**config.mk**
```make
export PLATFORM = sky130hd
export DESIGN_NAME = pdm_source_gen
export DESIGN_NICKNAME = d
export VERILOG_FILES = /design/src/rtl/pdm_source_gen_pkg.sv /design/src/rtl/pdm_source_gen_fifo.sv /design/src/rtl/pdm_source_gen.sv
export SDC_FILE = /design/constraint.sdc
export NUM_CORES = 1
export LEC_CHECK = 0
export ABC_CLOCK_PERIOD_IN_PS = 7700
export CORE_MARGIN = 2
export CORE_UTILIZATION = 30
export CTS_CLUSTER_SIZE = 16
export DETAILED_ROUTE_END_ITERATION = 10
export GPL_TIMING_DRIVEN = 0
export PLACE_DENSITY_LB_ADDON = 0.05
export REMOVE_ABC_BUFFERS = 1
export SKIP_LAST_GASP = 1
export SLEW_MARGIN = 20
export SYNTH_ARGS = -nofsm -noshare
export SYNTH_HDL_FRONTEND = slang
export SYNTH_SLANG_ARGS = --single-unit
```
**constraint.sdc**
```tcl
create_clock -name clk_i -period 7.7 [get_ports clk_i]
set_input_delay 0.77 -clock clk_i [delete_from_list [all_inputs] [get_ports clk_i]]
set_output_delay 0.77 -clock clk_i [all_outputs]
set_load 0.005 [all_outputs]
```
**src/rtl/pdm_source_gen_pkg.sv**
```systemverilog
// Shared state type, synchroniser depth and dither LFSR constants for the PDM source generator.
package pdm_source_gen_pkg;

    typedef enum logic [1:0] {
        ST_IDLE  = 2'd0,
        ST_PRIME = 2'd1,
        ST_RUN   = 2'd2
    } state_e;

    localparam int          SYNC_STAGES = 2;
    localparam logic [15:0] LFSR_POLY   = 16'hB400;
    localparam logic [15:0] LFSR_SEED   = 16'hACE1;

    // Galois form of x^16 + x^14 + x^13 + x^11 + 1.
    function automatic logic [15:0] lfsr_next(input logic [15:0] cur);
        return (cur >> 1) ^ (cur[0] ? LFSR_POLY : 16'h0000);
    endfunction

endpackage

```
**src/rtl/pdm_source_gen_fifo.sv**
```systemverilog
// Synchronous frame FIFO with occupancy output; clear_i wins over push and pop.
module pdm_source_gen_fifo #(
    parameter int WIDTH = 16,
    parameter int DEPTH = 8
) (
    input  logic                           clk_i,
    input  logic                           rst_ni,
    input  logic                           clear_i,
    input  logic                           push_i,
    input  logic [WIDTH-1:0]               wdata_i,
    input  logic                           pop_i,
    output logic [WIDTH-1:0]               rdata_o,
    output logic                           full_o,
    output logic                           empty_o,
    output logic [$clog2(DEPTH+1)-1:0]     level_o
);
    localparam int AW = $clog2(DEPTH);
    localparam int LW = $clog2(DEPTH + 1);

    logic [WIDTH-1:0] mem_q [DEPTH];
    logic [AW-1:0]    wr_ptr_q, rd_ptr_q;
    logic [LW-1:0]    level_q;
    logic             do_push, do_pop;

    assign full_o  = (level_q == LW'(DEPTH));
    assign empty_o = (level_q == '0);
    assign level_o = level_q;
    assign rdata_o = mem_q[rd_ptr_q];

    assign do_push = push_i & ~full_o & ~clear_i;
    assign do_pop  = pop_i & ~empty_o & ~clear_i;

    // NOTE: storage has no reset; the pointers and level define what is valid.
    always_ff @(posedge clk_i) begin
        if (do_push) mem_q[wr_ptr_q] <= wdata_i;
    end

    always_ff @(posedge clk_i or negedge rst_ni) begin
        if (!rst_ni) begin
            wr_ptr_q <= '0;
            rd_ptr_q <= '0;
            level_q  <= '0;
        end else if (clear_i) begin
            wr_ptr_q <= '0;
            rd_ptr_q <= '0;
            level_q  <= '0;
        end else begin
            if (do_push) wr_ptr_q <= wr_ptr_q + AW'(1);
            if (do_pop)  rd_ptr_q <= rd_ptr_q + AW'(1);
            case ({do_push, do_pop})
                2'b10:   level_q <= level_q + LW'(1);
                2'b01:   level_q <= level_q - LW'(1);
                default: level_q <= level_q;
            endcase
        end
    end

endmodule

```
**src/rtl/pdm_source_gen.sv**
```systemverilog
// PCM-to-PDM first-order modulator fed from a frame FIFO, stepped by a synchronised PDM clock.
// Optional feature: define PDM_SOURCE_GEN_DITHER_EN to add LFSR carry-in dither.
module pdm_source_gen
    import pdm_source_gen_pkg::*;
#(
    parameter int NUM_CH     = 1,
    parameter int PCM_WIDTH  = 16,
    parameter int FIFO_DEPTH = 8,
    parameter int OSR        = 64
) (
    input  logic                                clk_i,
    input  logic                                rst_ni,
    input  logic                                en_i,
    input  logic                                clear_i,
    input  logic                                pdm_clk_i,
    input  logic [NUM_CH*PCM_WIDTH-1:0]         pcm_data_i,
    input  logic                                pcm_valid_i,
    output logic                                pcm_ready_o,
    output logic                                pdm_data_o,
    output logic                                underrun_o,
    output logic [$clog2(FIFO_DEPTH+1)-1:0]     fifo_level_o
);
    localparam int FRAME_W = NUM_CH * PCM_WIDTH;
    localparam int CNT_W   = $clog2(OSR);
    localparam int CH1     = NUM_CH - 1;
    localparam logic [PCM_WIDTH-1:0] MSB_MASK = {1'b1, {(PCM_WIDTH-1){1'b0}}};

    state_e                 state_q, state_d;
    logic [FRAME_W-1:0]     frame_q, frame_d;
    logic [PCM_WIDTH-1:0]   acc_q [NUM_CH];
    logic [PCM_WIDTH-1:0]   acc_d [NUM_CH];
    logic [PCM_WIDTH:0]     sum   [NUM_CH];
    logic [CNT_W-1:0]       osr_cnt_q, osr_cnt_d;
    logic                   pdm_q, pdm_d;
    logic                   underrun_q, underrun_d;

    logic [SYNC_STAGES-1:0] sync_q;
    logic                   lvl_q, rise_q, fall_q;
    logic                   cin;

    logic                   fifo_full, fifo_empty, fifo_avail, push, pop;
    logic [FRAME_W-1:0]     fifo_rdata;

    assign pcm_ready_o = ~fifo_full;
    assign push        = pcm_valid_i & pcm_ready_o;
    assign fifo_avail  = ~fifo_empty & ~clear_i;

    pdm_source_gen_fifo #(
        .WIDTH (FRAME_W),
        .DEPTH (FIFO_DEPTH)
    ) u_fifo (
        .clk_i   (clk_i),
        .rst_ni  (rst_ni),
        .clear_i (clear_i),
        .push_i  (push),
        .wdata_i (pcm_data_i),
        .pop_i   (pop),
        .rdata_o (fifo_rdata),
        .full_o  (fifo_full),
        .empty_o (fifo_empty),
        .level_o (fifo_level_o)
    );

    // Edge pulses are registered so a step lands 3 cycles after the first sampling edge.
    always_ff @(posedge clk_i or negedge rst_ni) begin
        if (!rst_ni) begin
            sync_q <= '0;
            lvl_q  <= 1'b0;
            rise_q <= 1'b0;
            fall_q <= 1'b0;
        end else begin
            sync_q <= {sync_q[SYNC_STAGES-2:0], pdm_clk_i};
            lvl_q  <= sync_q[SYNC_STAGES-1];
            rise_q <= sync_q[SYNC_STAGES-1] & ~lvl_q;
            fall_q <= ~sync_q[SYNC_STAGES-1] & lvl_q;
        end
    end

`ifdef PDM_SOURCE_GEN_DITHER_EN
    logic [15:0] lfsr_q;
    logic        step_en;

    assign step_en = en_i & (state_q == ST_RUN) & (rise_q | (fall_q & (NUM_CH == 2)));
    assign cin     = lfsr_q[0];

    always_ff @(posedge clk_i or negedge rst_ni) begin
        if (!rst_ni)      lfsr_q <= LFSR_SEED;
        else if (step_en) lfsr_q <= lfsr_next(lfsr_q);
    end
`else
    assign cin = 1'b0;
`endif

    always_comb begin
        for (int c = 0; c < NUM_CH; c++) begin
            sum[c] = {1'b0, acc_q[c]}
                   + {1'b0, frame_q[c*PCM_WIDTH +: PCM_WIDTH] ^ MSB_MASK}
                   + {{PCM_WIDTH{1'b0}}, cin};
        end
    end

    always_comb begin
        // NOTE: every output of this block is given a default first, so no latch is inferred.
        state_d    = state_q;
        frame_d    = frame_q;
        acc_d      = acc_q;
        osr_cnt_d  = osr_cnt_q;
        pdm_d      = pdm_q;
        underrun_d = underrun_q;
        pop        = 1'b0;

        if (!en_i) begin
            state_d   = ST_IDLE;
            pdm_d     = 1'b0;
            acc_d     = '{default: '0};
            osr_cnt_d = '0;
        end else begin
            unique case (state_q)
                ST_IDLE: begin
                    pdm_d     = 1'b0;
                    acc_d     = '{default: '0};
                    osr_cnt_d = '0;
                    state_d   = ST_PRIME;
                end
                ST_PRIME: begin
                    if (fifo_avail) begin
                        pop     = 1'b1;
                        frame_d = fifo_rdata;
                        state_d = ST_RUN;
                    end
                end
                ST_RUN: begin
                    if (rise_q) begin
                        acc_d[0] = sum[0][PCM_WIDTH-1:0];
                        pdm_d    = sum[0][PCM_WIDTH];
                        if (osr_cnt_q == CNT_W'(OSR - 1)) begin
                            osr_cnt_d = '0;
                            // An empty FIFO leaves the current frame in place.
                            if (fifo_avail) begin
                                pop     = 1'b1;
                                frame_d = fifo_rdata;
                            end else if (!clear_i) begin
                                underrun_d = 1'b1;
                            end
                        end else begin
                            osr_cnt_d = osr_cnt_q + CNT_W'(1);
                        end
                    end else if (fall_q && (NUM_CH == 2)) begin
                        acc_d[CH1] = sum[CH1][PCM_WIDTH-1:0];
                        pdm_d      = sum[CH1][PCM_WIDTH];
                    end
                end
                default: state_d = ST_IDLE;
            endcase
        end

        if (clear_i) underrun_d = 1'b0;
    end

    // NOTE: sequential state is updated with non-blocking assignments only.
    always_ff @(posedge clk_i or negedge rst_ni) begin
        if (!rst_ni) begin
            state_q    <= ST_IDLE;
            frame_q    <= '0;
            acc_q      <= '{default: '0};
            osr_cnt_q  <= '0;
            pdm_q      <= 1'b0;
            underrun_q <= 1'b0;
        end else begin
            state_q    <= state_d;
            frame_q    <= frame_d;
            acc_q      <= acc_d;
            osr_cnt_q  <= osr_cnt_d;
            pdm_q      <= pdm_d;
            underrun_q <= underrun_d;
        end
    end

    assign pdm_data_o = pdm_q;
    assign underrun_o = underrun_q;

endmodule

```
==> metrics <==
status=finished with violations; failing checks=design-rule violations; register area share after synthesis=0.654; CTS max path bufs=2; Final Hold Viols=0; post-synthesis compound-gate area fraction=0.0698; switching fraction of total power=0.283; DP Area=around 0.0088 mm^2; Worst-path clk slew=around 0.070 ns; initial antenna violation count=0; Final min period=3.38 ns; power consumption=2.36 mW; hold slack=between 0.2 and 0.25 ns; drt via density=4.84; dpl ws=3.85 ns; WP data required=8.05 ns; row cnt=59; CP max stage delay=just under 0.7 ns; Antenna Nets Post-Route=0; EDFF count, synth=128; Slew Limit Fails=0; Finish-stage setup viols=0; CP max FO=15; commonest cells in the netlist=128 x edfxtp_1, 56 x dfrtp_1, 43 x nor2_1; H-tree depth=4; final net count=618; Initial Util=0.307; Ys Warns=0; top cell type's share of synthesized area=0.479; Worst Setup Start Kind=input port; die width=167 um; top-count cell post-synth=edfxtp_1; clock latency on the worst-skew pair=0.44 ns; wire per inst=between 15 and 20 um; CP max-delay cell=clkdlybuf4s50_1; LEAKAGE=~3.3 nW; Die H=167 um; vias in the first global route=between 4k and 5k; crit path kind=in -> reg; first-pass GRT wire length=around 27 mm; Synth Flop Type=edfxtp_1; crit path DAT=3.73 ns; port bufs=28; Post-synth ARST share=0.304; # diodes=0; CTS Buf Count=17; slew at the pin with the worst max-slew slack=roughly 0.74 ns; f_max=296 MHz; worst ir drop on vdd=0.000145 V; IO Pins=29; NetSw=668 uW; # clock sinks=about 180; Post-Synth Adder-Cell Area=0.0440; share of layout cells above drive strength 1=0.160; CTS tree=yes; Final WS setup=approximately 4.3 ns; mux cell area share after synthesis=0.116; routed vias=4438; pin count of the biggest net entering global routing=41; Total Routing Usage GR=0.130; Core ar.=0.0261 mm^2; RePlAce Congestion=0.768; PwrDens=251 mW/mm^2; final setup skew=0.0162 ns; Logic pwr share=0.125; Area contributors post-synth=edfxtp_1 48%, dfrtp_1 17%, mux4_2 9.3%, ha_1 3.9%, mux2i_1 2.4%; Cells after Synth=540; worst rel slew slack=0.503; Reg power frac=0.494; Worst setup EP type=flip-flop; largest family of logic cells by synthesized area=multiplexers; Yosys cell types=49; Avg Cell Area, Syn=approximately 15 um^2; XOR/XNOR Fraction of Synth Area=0.0197; setup TNS=0 ns; HP Class=in -> async; Simple-Gate Fraction of Synth Area=0.0787; final wirelength=17.1 mm; Post-CTS Hold Buffers=0; Overflow after GRT=0; 1st-iter DRT viols=360; Residual DRC=1; CP most frequent cell=nor2_1; root buffer cell=clkbuf_16; Synth Register Bits=184; post-synth top area cell=edfxtp_1; power share of the clock group=0.381; postcts setup bufs=0; TritonRoute pass-1 iters=8; maxcap violations=0; Area Overhead vs Synth=17.1%; Die ar.=0.0280 mm^2; fin area=around 0.0094 mm^2; Pint=1.69 mW; post-DP HPWL=11.0 mm; Post-Syn Area=0.00802 mm^2; RSZ-0062 raised after global routing=no; cells along the critical path=clkdlybuf4s50_1 > nor2_1 > and4b_1 > and2_4 > ha_1 > a21o_1 > a21oi_1 > mux4_2 > nor2_1; Tcrit/Tclk final=0.438; cts repair resizes=0
## power by group through the flow
stage	Combinational, mW	Sequential [mW]	Clock (mW)
after global placement	0.283	1.19	0
final	0.296	1.16	0.898
after CTS	0.297	1.17	0.927
after detailed placement	0.295	1.19	0
after floorplan	0.209	1.17	0
after global routing	0.336	1.17	0.964
## critical path, delay by kind of cell
family | cells | cell delay [ns]
AOI/OAI and AO/OA | 2 | 0.34
adders and majority gates | 1 | 0.22
buffers and inverters | 1 | 0.68
muxes | 1 | 0.51
and+or+nand+nor | 4 | 1.18
## routing by layer
| metal | share of wire | track usage | wire length (um) | vias to the layer above |
|---|---|---|---|---|
| li1 | - | - | - | 2106 |
| met1 | 0.46 | 0.163 | 7840 | 2247 |
| met2 | 0.50 | 0.226 | 8660 | 65 |
| met3 | 0.024 | 0.0248 | 405 | 20 |
| met4 | 0.014 | 0.0442 | 247 | 0 |
| met5 | 0 | 0 | 0 | - |
## path summary, 6_finish.rpt
path | cells after the start | start | endpoint | slack (ns)
hold reg to reg | 0 | sync_q[0] | sync_q[1] | 0.35
min in group clk_i | 0 | sync_q[0] | sync_q[1] | 0.35
setup reg to reg | 11 | state_q[0] | u_fifo.level_o[3] | 4.40
hold / removal | 1 | rst_ni | state_q[0] | 0.20
max in group asynchronous | 2 | rst_ni | u_fifo.rd_ptr_q[0] | 6.97
setup / recovery | 9 | clear_i | u_fifo.level_o[3] | 4.32
## registers in the layout (all words and copies together), names as in the netlist
name	flops
u_fifo.mem_q	128
acc_q	16
frame_q	16
osr_cnt_q	6
u_fifo.level_o	4
u_fifo.rd_ptr_q	3
u_fifo.wr_ptr_q	3
state_q	2
sync_q	2
lvl_q	1
pdm_data_o	1
rise_q	1
underrun_o	1
## through the flow
step | utilization | std cells
4_1_cts | 0.359 | 917
3_3_place_gp | 0.329 | 878
2_1_floorplan | - | 515
6_report | 0.359 | 917
5_1_grt | 0.359 | 917
3_5_place_dp | 0.336 | 885
## final cells by class
type                       instances  area [um^2]
tap                              335          419
sequential                       184         5250
clock inverter                    15          190
clock buffer                      17          425
timing repair buffer              35          375
inverter                           6         22.5
fill                            2556        16700
multi-input combinational        325         2700
## cell families (layout without fill, tap and decap cells)
| kind of cell | count (synthesis) | count (layout) |
|---|---|---|
| DFF | 184 | 184 |
| and+or+nand+nor | 135 | 135 |
| AOI/OAI and AO/OA | 93 | 93 |
| muxes | 52 | 52 |
| buffers and inverters | 31 | 73 |
| adders and majority gates | 27 | 27 |
| xor gates and xnor gates | 18 | 18 |
## placed cells by master, fill, tap and decap left out, types with 3 or more instances in the layout
cell type / instances
nand2_1: 40
buf_4: 5
mux4_2: 33
a21o_1: 7
a21oi_1: 32
nor2b_1: 5
nand3_1: 13
nor2_4: 6
inv_1: 6
and3_1: 3
xnor2_1: 10
mux2i_1: 19
nand2b_1: 10
clkinv_8: 7
nor2_1: 37
clkbuf_16: 17
o21ai_0: 28
ha_1: 25
inv_6: 5
o31ai_1: 7
clkdlybuf4s50_1: 27
dfrtp_1: 53
edfxtp_1: 128
xor2_1: 8
nor3_1: 5
(Power assumes the default switching activity.)
